File: src/rtl/axi4_lite_rr_arbiter.sv
// Round-robin arbiter sharing one AXI4-Lite downstream port among NUM_PORTS requesters.
// Optional per-port completion counters: define AXI4_LITE_RR_ARBITER_STATS_EN.
module axi4_lite_rr_arbiter #(
  parameter int unsigned NUM_PORTS = 2,
  parameter int unsigned IDX_W     = $clog2(NUM_PORTS),
  localparam int unsigned ADDR_W   = 32,
  localparam int unsigned DATA_W   = 32,
  localparam int unsigned STRB_W   = 4,
  localparam int unsigned PROT_W   = 3,
  localparam int unsigned RESP_W   = 2,
  localparam int unsigned CNT_W    = 16
) (
  input  logic                          aclk,
  input  logic                          areset,
  input  logic [NUM_PORTS*ADDR_W-1:0]   s_awaddr,
  input  logic [NUM_PORTS*PROT_W-1:0]   s_awprot,
  input  logic [NUM_PORTS-1:0]          s_awvalid,
  output logic [NUM_PORTS-1:0]          s_awready,
  input  logic [NUM_PORTS*DATA_W-1:0]   s_wdata,
  input  logic [NUM_PORTS*STRB_W-1:0]   s_wstrb,
  input  logic [NUM_PORTS-1:0]          s_wvalid,
  output logic [NUM_PORTS-1:0]          s_wready,
  output logic [NUM_PORTS*RESP_W-1:0]   s_bresp,
  output logic [NUM_PORTS-1:0]          s_bvalid,
  input  logic [NUM_PORTS-1:0]          s_bready,
  input  logic [NUM_PORTS*ADDR_W-1:0]   s_araddr,
  input  logic [NUM_PORTS*PROT_W-1:0]   s_arprot,
  input  logic [NUM_PORTS-1:0]          s_arvalid,
  output logic [NUM_PORTS-1:0]          s_arready,
  output logic [NUM_PORTS*DATA_W-1:0]   s_rdata,
  output logic [NUM_PORTS*RESP_W-1:0]   s_rresp,
  output logic [NUM_PORTS-1:0]          s_rvalid,
  input  logic [NUM_PORTS-1:0]          s_rready,
  output logic [ADDR_W-1:0]             m_awaddr,
  output logic [PROT_W-1:0]             m_awprot,
  output logic                          m_awvalid,
  input  logic                          m_awready,
  output logic [DATA_W-1:0]             m_wdata,
  output logic [STRB_W-1:0]             m_wstrb,
  output logic                          m_wvalid,
  input  logic                          m_wready,
  input  logic [RESP_W-1:0]             m_bresp,
  input  logic                          m_bvalid,
  output logic                          m_bready,
  output logic [ADDR_W-1:0]             m_araddr,
  output logic [PROT_W-1:0]             m_arprot,
  output logic                          m_arvalid,
  input  logic                          m_arready,
  input  logic [DATA_W-1:0]             m_rdata,
  input  logic [RESP_W-1:0]             m_rresp,
  input  logic                          m_rvalid,
  output logic                          m_rready,
  output logic                          wr_busy,
  output logic                          rd_busy,
  output logic [IDX_W-1:0]              wr_grant,
  output logic [IDX_W-1:0]              rd_grant
`ifdef AXI4_LITE_RR_ARBITER_STATS_EN
  ,
  input  logic                          stat_clr,
  output logic [NUM_PORTS*CNT_W-1:0]    stat_wr_cnt,
  output logic [NUM_PORTS*CNT_W-1:0]    stat_rd_cnt
`endif
);

  localparam logic [1:0] WR_IDLE = 2'd0;
  localparam logic [1:0] WR_FWD  = 2'd1;
  localparam logic [1:0] WR_RESP = 2'd2;

  localparam logic [1:0] RD_IDLE = 2'd0;
  localparam logic [1:0] RD_ADDR = 2'd1;
  localparam logic [1:0] RD_DATA = 2'd2;

  // First requesting port at or after last+1, wrapping.
  function automatic logic [IDX_W-1:0] rr_pick(input logic [NUM_PORTS-1:0] req,
                                               input logic [IDX_W-1:0]     last);
    logic [IDX_W-1:0] pick;
    logic             found;
    int unsigned      idx;
    pick  = '0;
    found = 1'b0;
    for (int unsigned i = 0; i < NUM_PORTS; i++) begin
      idx = 32'(last) + 32'd1 + i;
      if (idx >= NUM_PORTS) idx = idx - NUM_PORTS;
      if (!found && req[idx]) begin
        pick  = IDX_W'(idx);
        found = 1'b1;
      end
    end
    return pick;
  endfunction

  logic [1:0]       wr_state, wr_state_nxt;
  logic [IDX_W-1:0] wr_grant_nxt, last_wr, last_wr_nxt;
  logic             aw_done, aw_done_nxt, w_done, w_done_nxt;
  logic             aw_hs, w_hs;

  logic [1:0]       rd_state, rd_state_nxt;
  logic [IDX_W-1:0] rd_grant_nxt, last_rd, last_rd_nxt;

  assign wr_busy = (wr_state != WR_IDLE);
  assign rd_busy = (rd_state != RD_IDLE);

  // Write path state
  always_ff @(posedge aclk or posedge areset) begin
    if (areset) begin
      wr_state <= WR_IDLE;
      wr_grant <= '0;
      last_wr  <= IDX_W'(NUM_PORTS - 1);
      aw_done  <= 1'b0;
      w_done   <= 1'b0;
    end else begin
      wr_state <= wr_state_nxt;
      wr_grant <= wr_grant_nxt;
      last_wr  <= last_wr_nxt;
      aw_done  <= aw_done_nxt;
      w_done   <= w_done_nxt;
    end
  end

  // Write path next state and routing; all outputs idle unless the granted channel is live
  always_comb begin
    wr_state_nxt = wr_state;
    wr_grant_nxt = wr_grant;
    last_wr_nxt  = last_wr;
    aw_done_nxt  = aw_done;
    w_done_nxt   = w_done;
    aw_hs        = 1'b0;
    w_hs         = 1'b0;
    m_awaddr     = '0;
    m_awprot     = '0;
    m_awvalid    = 1'b0;
    m_wdata      = '0;
    m_wstrb      = '0;
    m_wvalid     = 1'b0;
    m_bready     = 1'b0;
    s_awready    = '0;
    s_wready     = '0;
    s_bvalid     = '0;
    s_bresp      = '0;
    case (wr_state)
      WR_IDLE: begin
        if (|s_awvalid) begin
          wr_grant_nxt = rr_pick(s_awvalid, last_wr);
          last_wr_nxt  = wr_grant_nxt;
          aw_done_nxt  = 1'b0;
          w_done_nxt   = 1'b0;
          wr_state_nxt = WR_FWD;
        end
      end
      WR_FWD: begin
        m_awaddr            = s_awaddr[ADDR_W*wr_grant +: ADDR_W];
        m_awprot            = s_awprot[PROT_W*wr_grant +: PROT_W];
        m_awvalid           = s_awvalid[wr_grant] & ~aw_done;
        s_awready[wr_grant] = m_awready & ~aw_done;
        m_wdata             = s_wdata[DATA_W*wr_grant +: DATA_W];
        m_wstrb             = s_wstrb[STRB_W*wr_grant +: STRB_W];
        m_wvalid            = s_wvalid[wr_grant] & ~w_done;
        s_wready[wr_grant]  = m_wready & ~w_done;
        aw_hs               = m_awvalid & m_awready;
        w_hs                = m_wvalid & m_wready;
        if (aw_hs) aw_done_nxt = 1'b1;
        if (w_hs)  w_done_nxt  = 1'b1;
        if ((aw_done | aw_hs) && (w_done | w_hs)) wr_state_nxt = WR_RESP;
      end
      WR_RESP: begin
        m_bready                           = s_bready[wr_grant];
        s_bvalid[wr_grant]                 = m_bvalid;
        s_bresp[RESP_W*wr_grant +: RESP_W] = m_bresp;
        if (m_bvalid && s_bready[wr_grant]) wr_state_nxt = WR_IDLE;
      end
      default: wr_state_nxt = WR_IDLE;
    endcase
  end

  // Read path state
  always_ff @(posedge aclk or posedge areset) begin
    if (areset) begin
      rd_state <= RD_IDLE;
      rd_grant <= '0;
      last_rd  <= IDX_W'(NUM_PORTS - 1);
    end else begin
      rd_state <= rd_state_nxt;
      rd_grant <= rd_grant_nxt;
      last_rd  <= last_rd_nxt;
    end
  end

  // Read path next state and routing
  always_comb begin
    rd_state_nxt = rd_state;
    rd_grant_nxt = rd_grant;
    last_rd_nxt  = last_rd;
    m_araddr     = '0;
    m_arprot     = '0;
    m_arvalid    = 1'b0;
    m_rready     = 1'b0;
    s_arready    = '0;
    s_rvalid     = '0;
    s_rdata      = '0;
    s_rresp      = '0;
    case (rd_state)
      RD_IDLE: begin
        if (|s_arvalid) begin
          rd_grant_nxt = rr_pick(s_arvalid, last_rd);
          last_rd_nxt  = rd_grant_nxt;
          rd_state_nxt = RD_ADDR;
        end
      end
      RD_ADDR: begin
        m_araddr            = s_araddr[ADDR_W*rd_grant +: ADDR_W];
        m_arprot            = s_arprot[PROT_W*rd_grant +: PROT_W];
        m_arvalid           = s_arvalid[rd_grant];
        s_arready[rd_grant] = m_arready;
        if (s_arvalid[rd_grant] && m_arready) rd_state_nxt = RD_DATA;
      end
      RD_DATA: begin
        m_rready                           = s_rready[rd_grant];
        s_rvalid[rd_grant]                 = m_rvalid;
        s_rdata[DATA_W*rd_grant +: DATA_W] = m_rdata;
        s_rresp[RESP_W*rd_grant +: RESP_W] = m_rresp;
        if (m_rvalid && s_rready[rd_grant]) rd_state_nxt = RD_IDLE;
      end
      default: rd_state_nxt = RD_IDLE;
    endcase
  end

`ifdef AXI4_LITE_RR_ARBITER_STATS_EN
  logic [NUM_PORTS-1:0] wr_cmp, rd_cmp;

  // One-hot completion strobes on the upstream B / R handshakes
  always_comb begin
    wr_cmp = '0;
    rd_cmp = '0;
    if (wr_state == WR_RESP && m_bvalid && s_bready[wr_grant]) wr_cmp[wr_grant] = 1'b1;
    if (rd_state == RD_DATA && m_rvalid && s_rready[rd_grant]) rd_cmp[rd_grant] = 1'b1;
  end

  // Saturating counters; clear wins over increment
  always_ff @(posedge aclk or posedge areset) begin
    if (areset) begin
      stat_wr_cnt <= '0;
      stat_rd_cnt <= '0;
    end else if (stat_clr) begin
      stat_wr_cnt <= '0;
      stat_rd_cnt <= '0;
    end else begin
      for (int unsigned k = 0; k < NUM_PORTS; k++) begin
        if (wr_cmp[k] && stat_wr_cnt[CNT_W*k +: CNT_W] != {CNT_W{1'b1}})
          stat_wr_cnt[CNT_W*k +: CNT_W] <= stat_wr_cnt[CNT_W*k +: CNT_W] + CNT_W'(1);
        if (rd_cmp[k] && stat_rd_cnt[CNT_W*k +: CNT_W] != {CNT_W{1'b1}})
          stat_rd_cnt[CNT_W*k +: CNT_W] <= stat_rd_cnt[CNT_W*k +: CNT_W] + CNT_W'(1);
      end
    end
  end
`endif

endmodule
File: config.mk
export PLATFORM = sky130hd
export DESIGN_NAME = axi4_lite_rr_arbiter
export DESIGN_NICKNAME = d
export VERILOG_FILES = /design/src/rtl/axi4_lite_rr_arbiter.sv
export SDC_FILE = /design/constraint.sdc
export NUM_CORES = 1
export LEC_CHECK = 0
export ABC_AREA = 1
export ABC_CLOCK_PERIOD_IN_PS = 1800
export CORE_AREA = 3 3 180 182
export CTS_CLUSTER_DIAMETER = 60
export DETAILED_ROUTE_END_ITERATION = 6
export DIE_AREA = 0 0 183 185
export SLEW_MARGIN = 30
export SYNTH_ARGS = -nofsm -noshare
export SYNTH_HDL_FRONTEND = slang
export SYNTH_SLANG_ARGS = --single-unit
File: constraint.sdc
create_clock -name aclk -period 1.8 [get_ports aclk]
set_clock_uncertainty 0.15 [all_clocks]
set_input_delay 0.36 -clock aclk [delete_from_list [all_inputs] [get_ports aclk]]
set_output_delay 0.36 -clock aclk [all_outputs]
set_load 0.05 [all_outputs]
Word-level counts from Yosys, hierarchy flattened:

Index checks and enable logic that the tools add are counted.

* bits of input ports: 265
* output and inout bits: 197
* bits in registers: 10
* word-level logic and storage cells: 174

* $lt $le $gt $ge: 12
* shift-type cells: 12
* bitwise gates (word level): 18
* $add $sub $neg: 11
* muxes and demuxes: 76
* equality and inequality tests: 12
* reduce and logical (&&, ||, !) cells: 23
* multipliers: 2

Operators by type and width (count)
* $mux 32: 15
* $shiftx 64x7->32: 3
* $lt 32x2->1 const B: 4
* $neg 2->34: 2
* $shift 2x34->4 const A: 2
* $shiftx 2x34->4: 2
* $and 64x64->64: 1
* $ge 32x2->1 const B: 2
* $mux 64: 1
* $shift 32x34->64 const A: 1
* $shiftx 32x34->64: 1
* $sub 32x2->32 const B: 2
* $mux 1: 38
* $neg 6->34: 1
* $mux 2: 11
* $ne 2x2->1 const B: 8
* $mux 4: 3
* $pmux 2 s3: 2
* $reduce_and 3->1: 4
* $shiftx 6x4->3: 2
* $and 2x2->2: 5
* $and 4x4->4: 2
* $logic_and 1x1->1: 8
* $shiftx 8x4->4: 1
* 20 further kinds: 45

Longest topological paths before layout:

* depth after elaboration: 13
* depth in mapped cells: 8

Worst setup path after synthesis:

OpenSTA, ideal clock, no wires.

* kind: register to output
* start: register wr_grant
* end: output port s_bresp[2]
* stages on the path, launching flop included: 6
* arrival time: 2246 ps
* buffers on the path: 3
* setup slack: -956 ps
* path through: dfrtp_1 buf_4 inv_4 buf_6 buf_6 nor3_1

* longest elaborated chain between the ends: 4
* elaborated cells between the ends (all ways): 5

RTL lines
* start: declaration: line 55 `output logic [IDX_W-1:0] wr_grant,`
* start signal: assignment: line 113 `wr_grant <= wr_grant_nxt;`
* $neg 2->34 (*): line 168 `s_bresp[RESP_W*wr_grant +: RESP_W] = m_bresp;`
* $shiftx 2x34->4 / $shift 2x34->4 (equally long branches): line 168
* $and 4x4->4 (no source line) (*)
* $mux 4 (*): line 140 `case (wr_state)`
* end: declaration: line 23 `output logic [NUM_PORTS*RESP_W-1:0] s_bresp,`

Mark *: on every way between the ends. The rest lies on a longest branch, timed or not.

Worst setup path after layout:

* start: register wr_grant
* end: output port m_wstrb[1]

* longest elaborated chain between the ends: 2

RTL lines
* $shiftx 8x4->4: line 156 `m_wstrb = s_wstrb[STRB_W*wr_grant +: STRB_W];`
* $mux 4: line 140
* end: declaration: line 39 `output logic [STRB_W-1:0] m_wstrb,`

No other way between the ends.

==> results.json <==
{
  "netSwitchingFraction_pct": 58.5,
  "ys_warn_count": 0,
  "synth.ff_latch_count": 10,
  "max_slew.worst_pin.slew_ns": 0.530,
  "synth_top_family_by_area": "simple AND/OR/NAND/NOR gates",
  "final_layout_size_suffix_gt1_share_pct": 54.6,
  "finalCoreUtilization_pct": 39.1,
  "fraction_of_the_yosys_area_taken_by_sequential_cells_pct": 9.05,
  "worst-setup-path-type": "flop to output pin",
  "post_dp_cell_area_sq_um": 10200,
  "worst_setup_path_end_kind": "output pin",
  "synth_common_cells": "244 x nand2_1, 89 x a21oi_1, 80 x nor2_1, 53 x inv_1, 20 x a21oi_2",
  "post_synthesis_simple_gate_area_fraction_pct": 47.2,
  "internal_power_uw": 9060,
  "crit_chain": "inv_8, buf_12, clkbuf_16, nand2_2, a21oi_4, buf_8",
  "vias_post_dr": 5760,
  "cts-htree-levels": 1,
  "maximum_number_of_pins_on_one_net_before_global_route_repair": 35,
  "irDropWorstVdd_uv": 1170,
  "worst_r2r_path_depth": 9,
  "die_width_um": 183,
  "clk_pin_slew_worst_paths_ns": 0.05,
  "overall_power_uw": 21800,
  "placedCellCount": 1444,
  "seq_power_share_pct": 2.4,
  "setup_repair_after_global_routing_missed_its_margin": "true",
  "synthFlopType": "dfrtp_1",
  "gate_count_after_technology_mapping": 571,
  "cp.required_ns": 1.29,
  "reg2reg_to": "wr_state[1]",
  "cp_slowest_stage_delay_ns": 0.46,
  "design_area_sq_um": 12000,
  "clockRootBuffer": "clkbuf_16",
  "power_leakage_uw": 0.00476,
  "drtAntennaViolNets": 0,
  "tritoncts_num_sinks": 10,
  "floorplan.rows": 64,
  "final.period_utilization_pct": 112,
  "ys_top_cells_by_area": "nand2_1 33%, a21oi_1 16%, nor2_1 11%, dfrtp_1 7.2%, inv_1 7.1%",
  "totalNegativeSetupSlack_ns": -30.00,
  "num_antenna_cells": 0,
  "initial_antenna_violation_count": 1,
  "io-pin-count": 462,
  "io_buffer_count": 461,
  "timing_hold_violations_final": 0,
  "async_reset_ff_share_pct": 100,
  "grtUsageTotal_pct": 12.5,
  "powerDensity_nw_per_um2": 1810,
  "post-route-worst-setup-slack_ns": -0.209,
  "post_synth_instance_area_sq_um": 2790,
  "holdBufCountCts": 0,
  "fin_nets": 1344,
  "detail_route.wirelength_mm": 25.0,
  "synth.most_common_cell": "nand2_1",
  "synth_cell_types": 19,
  "detail_route.first_pass.iterations": 4,
  "via_per_inst": 3.91,
  "insertion_delay_ns": 0.24,
  "synth_adder_area_share_pct": 0,
  "vias_in_the_first_global_route": 5841,
  "critical_path_fanouts_max": 6,
  "yosys.area.top_type": "nand2_1",
  "hold_path_cells": 2,
  "start_kind": "flop",
  "number_of_enable_type_register_cells_in_the_synthesized_netlist": 0,
  "synth_compound_area_share_pct": 23.6,
  "floorplan.die_area_sq_um": 33900,
  "pwr-share-comb_pct": 95.5,
  "area_delta_synth_final_pct": 330,
  "finalWeightedCongestion": 0.763,
  "arrival_ns": 1.50,
  "vertical_extent_of_the_die_um": 185,
  "wl_per_cell_um": 16.9,
  "yosys-mux-area-fraction_pct": 0.717,
  "slew_viol_final": 0,
  "floorplan.initialDensity_pct": 9.09,
  "grt-ovfl-total": 0,
  "synth_top_cell_area_share_pct": 32.8,
  "pwr-share-clk_pct": 2.1,
  "final_routed_drc_violation_total": 0,
  "drt_first_iter_violations": 153,
  "remaining_max_slew_budget_at_the_tightest_pin_pct": 64.6,
  "status": "finished, violations left",
  "worst_path_max_delay_cell": "dfrtp_2",
  "drv_cap": 0,
  "rr_startpoint": "wr_grant",
  "cts_tree": "done",
  "p_switching_uw": 12800,
  "clock_path_buffers": 2,
  "tritoncts.num_buffers": 3,
  "post_layout_nonfiller_instances": 1474,
  "xor_xnor_share_of_the_synthesized_area_pct": 0,
  "hold_path_class": "flop to flop",
  "place.detailed.hpwl_mm": 19.2,
  "timing.hold.worst.start": "last_rd",
  "setup-violations-final": 193,
  "fmax_mhz": 498,
  "synthesis.nets": 836,
  "grt_first_pass_wirelength_mm": 33.6,
  "syn_area_cell_sq_um": 4.89,
  "violations": "negative setup slack",
  "hold_end": "last_rd",
  "reg_to_reg_slack_setup_ns": 0.18,
  "layout_min_cycle_time_ns": 2.01,
  "floorplan.core_area_sq_um": 30700
}
-- logic make-up after synthesis --
| logic type | Yosys count |
|---|---|
| AOI/OAI and AO/OA | 117 |
| and+or+nand+nor | 343 |
| buffers and inverters | 99 |
| DFF | 10 |
| muxes | 2 |
-- power groups by stage --
| stage | Clock (uW) | Combinational [uW] | Sequential [uW] |
|---|---|---|---|
| floorplan | 0 | 11800 | 493 |
| global placement | 0 | 17200 | 465 |
| detailed placement | 0 | 17200 | 466 |
| CTS | 464 | 19500 | 478 |
| global route | 478 | 21800 | 542 |
| finish | 452 | 20800 | 523 |
-- state kept, by name, indices dropped and copies added (netlist names) --
name and cells:
aw_done 1, last_rd 1, last_wr 1, rd_grant 1, rd_state 2, w_done 1, wr_grant 1, wr_state 2
-- worst max-delay path, delay by kind of cell (launching register included) --
kind                   cells  cell delay, ns
flip-flops                 1            0.46
AND/OR/NAND/NOR            1            0.06
buffers and inverters      4            0.56
AO/OA/AOI/OAI              1            0.16
-- how the worst max path moves through the flow --
stage	from	endpoint	slack (ns)
after floorplan	wr_grant	s_bresp[2]	-0.15
after global placement	wr_grant	m_wstrb[2]	-0.10
after detailed placement	s_awvalid[0]	m_awvalid	-0.11
after CTS	wr_grant	m_awvalid	-0.25
after global routing	rd_state[1]	s_rdata[44]	-0.28
final	wr_grant	m_wstrb[1]	-0.21
-- layout make-up --
cell class                      instances  area, sq um
Inverter                               56          264
Tap cell                              396          495
Timing Repair Buffer                  545         6690
Multi-Input combinational cell        463         4220
Sequential cell                        10          258
Fill cell                            2986        18700
Clock buffer                            4         88.8
-- routing by layer --
layer	up-vias	share of wire, %	track usage [%]
met4	2	0.91	1.01
met3	16	9.5	3.85
met2	301	55	24.8
li1	2786	-	-
met5	-	0.036	0
met1	2655	35	13.3
-- cell usage in the layout, fill, tap and decap left out, drive strengths merged --
cell type,netlist,final
o21ai,8,8
nand3,4,4
dfstp,2,2
inv,56,53
mux2i,2,2
buf,42,273
clkinv,0,3
nor2,83,83
clkdlybuf4s50,0,264
dfrtp,8,8
a21oi,109,109
nor3,10,10
clkbuf,1,12
nand2,246,247
-- metrics by stage --
stage	hold WS (ns)	setup WS (ns)
final	0.313	-0.209
after global routing	0.337	-0.276
after CTS	0.315	-0.249
after detailed placement	0.307	-0.108
after global placement	0.303	-0.101
after floorplan	0.0486	-0.152
-- timing repair --
item / in CTS / in global routing
setup endpoints to repair: 193 / 193
buffers inserted: 7 / 7
cloned: 5 / 11
pin swaps: 10 / 18
resized for setup: 222 / 142
Note: power is estimated with default switching activity, not from simulation.
